<file path="src/rtl/fetch_unit_pkg.sv">
// fetch_unit_pkg: shared FSM encoding and reset constants for the fetch stage
package fetch_unit_pkg;
    typedef enum logic [1:0] {
        ST_FETCH  = 2'b00,
        ST_WAIT   = 2'b01,
        ST_HALTED = 2'b10
    } state_e;
    localparam logic [15:0] NOP_OPCODE   = 16'h0800;
    localparam logic [15:0] RESET_PC_DEF = 16'h0000;
endpackage

</file>
<file path="src/rtl/fetch_buffer.sv">
// fetch_buffer: output register holding the fetched instruction for decode
//   load/load_instr/load_pc : capture a returned instruction and its PC
//   consume                 : decode took the instruction (valid & ~stall)
//   flush                   : drop any held instruction (redirect/halt)
//   instruction/pc_out/pc_plus2/inst_valid : registered outputs to decode
module fetch_buffer
    import fetch_unit_pkg::*;
#(
    parameter int               WIDTH     = 16,
    parameter logic [WIDTH-1:0] NOP_INSTR = NOP_OPCODE
) (
    input  logic             clk,
    input  logic             rst,
    input  logic             load,
    input  logic             consume,
    input  logic             flush,
    input  logic [WIDTH-1:0] load_instr,
    input  logic [WIDTH-1:0] load_pc,
    output logic [WIDTH-1:0] instruction,
    output logic [WIDTH-1:0] pc_out,
    output logic [WIDTH-1:0] pc_plus2,
    output logic             inst_valid
);
    logic [WIDTH-1:0] instr_q, instr_d, pc_q, pc_d, pc2_q, pc2_d;
    logic             valid_q, valid_d;

    // flush beats load beats consume; a load on the consume edge refills
    always_comb begin
        valid_d = flush ? 1'b0 : load ? 1'b1 : consume ? 1'b0 : valid_q;
        instr_d = load ? load_instr : instr_q;
        pc_d    = load ? load_pc : pc_q;
        pc2_d   = load ? load_pc + WIDTH'(2) : pc2_q;
    end

    always_ff @(posedge clk or negedge rst) begin
        if (!rst) begin
            instr_q <= NOP_INSTR;
            pc_q    <= '0;
            pc2_q   <= '0;
            valid_q <= 1'b0;
        end else begin
            instr_q <= instr_d;
            pc_q    <= pc_d;
            pc2_q   <= pc2_d;
            valid_q <= valid_d;
        end
    end

    assign instruction = instr_q;
    assign pc_out      = pc_q;
    assign pc_plus2    = pc2_q;
    assign inst_valid  = valid_q;
endmodule

</file>
<file path="src/rtl/fetch_unit.sv">
// fetch_unit: PC + single-outstanding-request fetch FSM feeding decode
//   stall/halt/redirect/redirect_pc : control from decode
//   imem_req/imem_addr              : request to instruction memory
//   imem_rdata/imem_valid/imem_err  : memory response
//   instruction/pc_out/pc_plus2/inst_valid : buffered instruction to decode
//   halted/err                      : stage stopped / sticky memory error
module fetch_unit
    import fetch_unit_pkg::*;
#(
    parameter int               WIDTH     = 16,
    parameter logic [WIDTH-1:0] RESET_PC  = RESET_PC_DEF,
    parameter logic [WIDTH-1:0] NOP_INSTR = NOP_OPCODE
) (
    input  logic             clk,
    input  logic             rst,
    input  logic             stall,
    input  logic             redirect,
    input  logic [WIDTH-1:0] redirect_pc,
    input  logic             halt,
    output logic             imem_req,
    output logic [WIDTH-1:0] imem_addr,
    input  logic [WIDTH-1:0] imem_rdata,
    input  logic             imem_valid,
    input  logic             imem_err,
    output logic [WIDTH-1:0] instruction,
    output logic [WIDTH-1:0] pc_out,
    output logic [WIDTH-1:0] pc_plus2,
    output logic             inst_valid,
    output logic             halted,
    output logic             err
);
    state_e           state_q, state_d;
    logic [WIDTH-1:0] pc_q, pc_d;
    logic             squash_q, squash_d, halted_q, halted_d, err_q, err_d;
    logic             consume, halt_go, load, flush, req;

    assign consume = inst_valid & ~stall;
    assign halt_go = halt & consume;

    always_comb begin
        state_d  = state_q;
        pc_d     = pc_q;
        squash_d = squash_q;
        halted_d = halted_q;
        err_d    = err_q;
        load     = 1'b0;
        flush    = 1'b0;
        req      = 1'b0;
        case (state_q)
            ST_FETCH: begin
                if (halt_go) begin
                    state_d  = ST_HALTED;
                    halted_d = 1'b1;
                    flush    = 1'b1;
                end else if (redirect) begin
                    pc_d  = redirect_pc;
                    flush = 1'b1;
                end else if (~inst_valid | ~stall) begin
                    // buffer is empty or drains this edge, so the reply cannot clobber it
                    req     = 1'b1;
                    state_d = ST_WAIT;
                end
            end
            ST_WAIT: begin
                if (halt_go) begin
                    state_d  = ST_HALTED;
                    halted_d = 1'b1;
                    flush    = 1'b1;
                end else if (imem_valid & (squash_q | redirect)) begin
                    // reply belongs to a stale path; drop it, error included
                    squash_d = 1'b0;
                    flush    = 1'b1;
                    state_d  = ST_FETCH;
                    if (redirect) pc_d = redirect_pc;
                end else if (redirect) begin
                    pc_d     = redirect_pc;
                    flush    = 1'b1;
                    squash_d = 1'b1;
                end else if (imem_valid & imem_err) begin
                    err_d    = 1'b1;
                    halted_d = 1'b1;
                    flush    = 1'b1;
                    state_d  = ST_HALTED;
                end else if (imem_valid) begin
                    load    = 1'b1;
                    pc_d    = pc_q + WIDTH'(2);
                    state_d = ST_FETCH;
                end
            end
            ST_HALTED: flush = 1'b1;
            default:   state_d = ST_FETCH;
        endcase
    end

    always_ff @(posedge clk or negedge rst) begin
        if (!rst) begin
            state_q  <= ST_FETCH;
            pc_q     <= RESET_PC;
            squash_q <= 1'b0;
            halted_q <= 1'b0;
            err_q    <= 1'b0;
        end else begin
            state_q  <= state_d;
            pc_q     <= pc_d;
            squash_q <= squash_d;
            halted_q <= halted_d;
            err_q    <= err_d;
        end
    end

    fetch_buffer #(.WIDTH(WIDTH), .NOP_INSTR(NOP_INSTR)) u_buf (
        .clk        (clk),
        .rst        (rst),
        .load       (load),
        .consume    (consume),
        .flush      (flush),
        .load_instr (imem_rdata),
        .load_pc    (pc_q),
        .instruction(instruction),
        .pc_out     (pc_out),
        .pc_plus2   (pc_plus2),
        .inst_valid (inst_valid)
    );

    // reset gating keeps the request low while rst is held
    assign imem_req  = rst & req;
    assign imem_addr = pc_q;
    assign halted    = halted_q;
    assign err       = err_q;
endmodule

</file>
<file path="config.mk">
export PLATFORM = sky130hd
export DESIGN_NAME = fetch_unit
export DESIGN_NICKNAME = d
export VERILOG_FILES = /design/src/rtl/fetch_unit_pkg.sv /design/src/rtl/fetch_buffer.sv /design/src/rtl/fetch_unit.sv
export SDC_FILE = /design/constraint.sdc
export NUM_CORES = 1
export LEC_CHECK = 0
export CELL_PAD_IN_SITES_DETAIL_PLACEMENT = 0
export CELL_PAD_IN_SITES_GLOBAL_PLACEMENT = 1
export CORE_UTILIZATION = 25
export CTS_BUF_LIST = sky130_fd_sc_hd__clkbuf_8 sky130_fd_sc_hd__clkbuf_16
export DETAILED_ROUTE_END_ITERATION = 12
export GPL_TIMING_DRIVEN = 0
export HOLD_SLACK_MARGIN = 0.06
export PLACE_DENSITY = 0.67
export REMOVE_ABC_BUFFERS = 1
export SLEW_MARGIN = 20
export SYNTH_ARGS = -nofsm -noshare
export SYNTH_HDL_FRONTEND = slang
export SYNTH_HIERARCHICAL = 1
export SYNTH_SLANG_ARGS = --single-unit
</file>
<file path="constraint.sdc">
create_clock -name clk -period 3.5 [get_ports clk]
set_clock_uncertainty 0.15 [all_clocks]
set_input_delay 0.7 -clock clk [delete_from_list [all_inputs] [get_ports clk]]
set_output_delay 0.7 -clock clk [all_outputs]
set_load 0.01 [all_outputs]
</file>
==> impl_metrics.csv, run 1 <==
group,metric,value,unit
sta,fin_crit,3.26,ns
die,design.die.area,14000,um^2
placed_design,pre_cts_ws,-0.408,ns
drt,vias,2776,
sta,drv_slew,0,
global_routing,grt_pass1_vias,2693,
global_routing,grt_use_total,13.6,%
setup_path,reg2reg_to,"u_buf/instruction[2]",
setup_path,startpoint_type,"primary input",
clock_tree,root_buffer,"clkbuf_16",
global_routing,grt_pass1_wl,14800,um
setup_path,crit_buf_inv,4,
pwr,total_power,4.48,mW
drt,first_iter_violations,98,
logic_synthesis,synth_edf_count,0,
setup_path,slowest_delay,0.68,ns
die,io_pins,107,
setup_path,cp_max_fo,9,
logic_synthesis,yosysSeqAreaShare,51.1,%
drt,first_pass_iters,4,
logic_synthesis,netlist_area,3380,um^2
sta,grt_setup_unrepaired,"false",
cells_and_area,final_common_cell,"clkdlybuf4s50_1",
sta,period_share,93.0,%
sta,slew_headroom,47.5,%
global_routing,antenna_found_initial,0,
logic_synthesis,synthFlopType,"dfrtp_1",
global_routing,grt.overflow.total,0,
clock_tree,post-cts-setup-buffers,0,
setup_path,timing.rr.start,"state_q[0]",
die,rows,42,
die,die_width,118,um
sta,timing.fmax,0.307,GHz
die,core,13200,um^2
setup_path,cp.required,3.57,ns
logic_synthesis,yosysTopAreaCellShare,50.3,%
cells_and_area,area_delta_synth_final,47.2,%
drt,vias_per_cell,4.63,
setup_path,cp_slowest_cell,"clkdlybuf4s50_1",
worst_hold_path,hp-class,"primary input to async pin",
sta,worst_pin_slew,0.788,ns
setup_path,reg2reg_depth,6,
clock_tree,cts_tree,"built",
logic_synthesis,avgSynthCellArea,10.9,um^2
sta,setup_ws,0.245,ns
pwr,ir_drop,0.000329,V
logic_synthesis,ys_ff_latch,69,
clock_tree,ctsHoldBuffers,0,
logic_synthesis,synthCells,311,
placed_design,port_buffers,106,
placed_design,dp_hpwl,6290,um
placed_design,place_congestion,0.738,
logic_synthesis,synth_area_leaders,"dfrtp_1 50%, mux2_2 11%, a21oi_1 4.4%",
pwr,p_leak,2.01,nW
drt,drt_wl_total,8970,um
cells_and_area,antennaDiodeCount,0,
drt,drtAntennaViolNets,0,
clock_tree,cts_made_buffers,9,
logic_synthesis,synth_cell_type_count,52,
die,start_util,25.5,%
clock_tree,htree_levels,3,
setup_path,cp_cell_sequence,"clkdlybuf4s50_1, and4bb_4, nor4b_4, buf_2, buf_2, buf_2, mux2_2",
logic_synthesis,yosys_warnings,6,
setup_path,worstPathArrival,3.32,ns
cells_and_area,most-common-layout-cells,"104 x clkdlybuf4s50_1, 68 x dfrtp_1, 34 x mux2_2",
clock_tree,clock_latency,0.33,ns
clock_tree,cts.sinks,69,
drt,wl_per_cell,15.0,um
logic_synthesis,yosys.area.top_type,"dfrtp_1",
setup_path,r2r_slack,0.74,ns
clock_tree,cts_resized,1,
sta,setup_viol,0,
cells_and_area,drive_gt1_share,17.5,%
drt,drc,0,
pwr,power_per_cell_area,899,nW/um^2
setup_path,cp_top_family,"buffers and inverters",
global_routing,grt_max_degree,47,
logic_synthesis,async_flop_share,100,%
die,die_h,118,um
cells_and_area,fin_util,37.6,%
clock_tree,path_clk_slew,0.05,ns
job,maxCapViolations,0,
setup_path,endpoint_kind,"register",
sta,hold_viol,0,
run_status,outcome,"finished clean",
cells_and_area,num-nets-final,459,
setup_path,worstSetupPathType,"primary input to register",
clock_tree,clockBufferDepth,2,
setup_path,crit_top_cell,"buf_2",
[routing by layer]
metal / wire [um] / vias up / global-route usage [%] / part of all wire [%]
li1: - / 1356 / - / -
met1: 4160 / 1333 / 17.1 / 46
met2: 4320 / 82 / 22.1 / 48
met3: 445 / 5 / 4.73 / 5.0
met4: 42 / 0 / 3.37 / 0.47
met5: 0 / - / 0 / 0
[power breakdown]
part / switching (mW) / internal [mW] / total (mW)
registers: 0.462 / 1.18 / 1.64
clock network: 0.330 / 0.708 / 1.04
logic: 0.742 / 1.06 / 1.80
[worst register-to-register path, cell delays in order (launching register included)]
cell and delay [ns]:
dfrtp_1 0.56, and4bb_4 0.32, nor4b_4 0.46, buf_2 0.31, buf_2 0.24, buf_2 0.25
mux2_2 0.36
[flip-flops by register name, indices dropped and copies added, names as in the netlist]
name,cells
imem_addr,16
state_q,2
u_buf/instruction,16
squash_q,1
halted,1
u_buf/pc_out,15
u_buf/pc_plus2,16
err,1
u_buf/inst_valid,1
[through the flow]
step,hold slack (ns),std cells,instance area (um^2),TNS [ns]
final,0.121,599,4980,0
after global routing,0.129,599,4980,0
after CTS,0.118,599,4980,0
after detailed placement,0.308,583,4630,-7.82
after global placement,0.309,574,4540,-473.84
after floorplan,0.254,292,3260,-189.98
[cells by family (layout without fill, tap and decap cells)]
logic type                 count (synthesis)  after routing  synth area share, %
DFF                                       69             69                 51.1
buffers and inverters                     24            136                 4.07
AOI/OAI and AO/OA                         77             77                 14.2
xor gates and xnor gates                  13             13                 3.37
and+or+nand+nor                           91             91                 14.9
adders and majority gates                  2              2                0.740
muxes                                     35             35                 11.6
[cells in the mapped netlist, types with 6 or more instances]
| cell type | count |
|---|---|
| xnor2_1 | 9 |
| nand2_1 | 11 |
| mux2_2 | 34 |
| and3_1 | 7 |
| nor2_1 | 32 |
| clkbuf_1 | 6 |
| nand3_1 | 10 |
| o21ai_0 | 17 |
| buf_2 | 7 |
| a21oi_1 | 30 |
| nor3_1 | 7 |
| dfrtp_1 | 68 |
[how the worst max path moves through the flow]
stage / startpoint / to / slack [ns] / cells after the start
after floorplan: redirect / u_buf/instruction[11] / -4.09 / 3
after global placement: redirect / u_buf/instruction[11] / -8.48 / 4
after detailed placement: imem_valid / u_buf/instruction[9] / -0.41 / 7
after CTS: imem_valid / u_buf/instruction[13] / 0.22 / 7
after global routing: imem_valid / u_buf/instruction[1] / 0.09 / 7
final: imem_valid / u_buf/instruction[2] / 0.24 / 7
[layout make-up]
type	count	area, um^2
multi-input combinational	218	1550
clock buffer	10	239
tap	176	220
timing repair buffer	115	1120
fill	1304	8270
sequential	69	1730
clock inverter	6	103
inverter	5	18.8
(Power assumes the default switching activity.)
==> run 2: changes to the inputs <==
- TNS_END_PERCENT: default -> 100
==> results of run 2 <==
No change in the layout: final DEF, timing and power equal those of run 1.
==> run 3: changes to the inputs <==
- REMOVE_ABC_BUFFERS: 1 -> default
- SLEW_MARGIN: 20 -> default
==> run 3 against run 2 <==
Effect of this change:
- first-iteration DRC count up 24%
- flip-flop and latch count unchanged
- clock power down 5%
- via count up 3.9%
- critical path depth down 1
- non-clock buffer count up 11
- sequential power about the same
- register-to-register slack better by 0.42 ns
- largest cell class unchanged
- highest routed layer unchanged
==> impl_metrics.csv, run 3 (synthesis gave the netlist of run 1 again) <==
group,metric,value,unit
die,die_h,118,um
logic_synthesis,synth_nets,352,
sta,drv_slew,0,
global_routing,grt.overflow.total,0,
placed_design,port_buffers,106,
cells_and_area,num-nets-final,470,
die,core,13200,um^2
clock_tree,cts_tree,"built",
setup_path,cp_slowest_cell,"clkdlybuf4s50_1",
drt,vias_per_cell,4.73,
global_routing,grt_pass1_wl,15900,um
setup_path,cp.required,2.65,ns
clock_tree,path_clk_slew,0.05,ns
drt,wl_per_cell,15.8,um
cells_and_area,area_delta_synth_final,48.7,%
placed_design,place_congestion,0.788,
placed_design,pre_cts_ws,-0.365,ns
setup_path,crit_buf_inv,4,
clock_tree,htree_levels,3,
setup_path,cp_cell_sequence,"dlymetal6s2s_1, buf_4, clkbuf_4, nor3_2, and3_1, clkdlybuf4s50_1",
drt,first_pass_iters,4,
job,maxCapViolations,0,
clock_tree,cts.sinks,69,
die,design.die.area,14000,um^2
sta,fin_crit,3.10,ns
cells_and_area,multiInputGateArea,1520,um^2
cells_and_area,layoutNonFillerInstCount,610,
pwr,ir_drop,0.000369,V
die,die_width,118,um
sta,setup_ws,0.404,ns
cells_and_area,drive_gt1_share,18.2,%
pwr,total_power,4.49,mW
drt,vias,2883,
pwr,power_per_cell_area,893,nW/um^2
placed_design,dp.cells,594,
die,start_util,25.5,%
sta,timing.fmax,0.323,GHz
sta,hold_viol,0,
die,rows,42,
clock_tree,clockBufferDepth,2,
setup_path,endpoint_kind,"output port",
drt,first_iter_violations,122,
setup_path,worstSetupPathType,"primary input to output port",
cells_and_area,seq_area,1730,um^2
setup_path,worstPathArrival,2.25,ns
cells_and_area,fillerInstances,1322,
sta,worst_pin_slew,0.541,ns
sta,period_share,88.4,%
global_routing,grt_pass1_vias,2985,
drt,drtAntennaViolNets,0,
global_routing,grt_max_degree,47,
die,io_pins,107,
placed_design,dp_hpwl,6900,um
sta,grt_setup_unrepaired,"false",
setup_path,slowest_delay,0.54,ns
clock_tree,clock_latency,0.33,ns
worst_hold_path,hp-class,"primary input to async pin",
cells_and_area,final_common_cell,"clkdlybuf4s50_1",
drt,drc,0,
cells_and_area,most-common-layout-cells,"104 x clkdlybuf4s50_1, 68 x dfrtp_1, 34 x mux2_2",
sta,slew_headroom,63.6,%
setup_path,startpoint_type,"primary input",
drt,drt_wl_total,9660,um
run_status,outcome,"finished clean",
cells_and_area,antennaDiodeCount,0,
clock_tree,ctsHoldBuffers,0,
setup_path,cp_top_family,"buffers and inverters",
global_routing,grt_use_total,14.5,%
setup_path,cp_max_fo,10,
global_routing,antenna_found_initial,0,
clock_tree,root_buffer,"clkbuf_16",
sta,setup_viol,0,
pwr,p_leak,2.05,nW
clock_tree,cts_made_buffers,9,
run 3: power by group:
group	switching [mW]	leakage (nW)	internal (mW)
combinational	0.786	1.04	1.09
sequential	0.451	0.835	1.18
clock	0.331	0.167	0.657
run 3: metrics by stage:
| step | hold WS (ns) | instance area (um^2) | util [%] | setup TNS [ns] |
|---|---|---|---|---|
| detailed placement | 0.330 | 4690 | 35.4 | -0.365 |
| finish | 0.131 | 5030 | 38.0 | 0 |
| CTS | 0.135 | 5030 | 38.0 | 0 |
| global placement | 0.327 | 4660 | 35.2 | -66.10 |
| global route | 0.141 | 5030 | 38.0 | 0 |
| floorplan | 0.254 | 3380 | - | 0 |
run 3: cell type report:
class                           instances  share of cell area (%)
Buffer                                 19                    2.51
Clock buffer                           11                    5.02
Clock inverter                          5                    1.47
Inverter                                5                   0.373
Multi-Input combinational cell        218                    30.2
Sequential cell                        69                    34.4
Tap cell                              176                    4.38
Timing Repair Buffer                  107                    21.6
run 3: what timing repair did:
item                       in CTS  in global routing
hold endpoints to repair        0                  0
setup buffers                   0                  0
gates resized for setup         5                  2
setup endpoints to repair       1                  1
run 3: path summary, 6_finish.rpt:
| check | startpoint | to | slack [ns] | cells past startpoint |
|---|---|---|---|---|
| max in group asynchronous | rst | u_buf/instruction[11] | 2.46 | 2 |
| min in group clk | halted | halted | 0.34 | 1 |
| worst max register to register | squash_q | u_buf/pc_plus2[7] | 1.16 | 6 |
| worst max-delay path | redirect | imem_req | 0.40 | 6 |
| worst min register to register | halted | halted | 0.34 | 1 |
| worst min-delay path | rst | imem_addr[10] | 0.13 | 1 |
run 3: layer usage:
metal	routed length (um)	GRT usage, %	vias to the layer above
met5	0	0	-
li1	-	-	1381
met1	4300	18.5	1402
met4	71	4.17	0
met2	4620	23.4	91
met3	665	4.83	9
run 3: worst reg2reg max path: stages (launching register included):
cell      delay [ns]
dfrtp_1         0.42
and4bb_4        0.38
nor4b_1         0.38
buf_6           0.20
clkbuf_8        0.18
clkbuf_1        0.35
a21oi_1         0.14
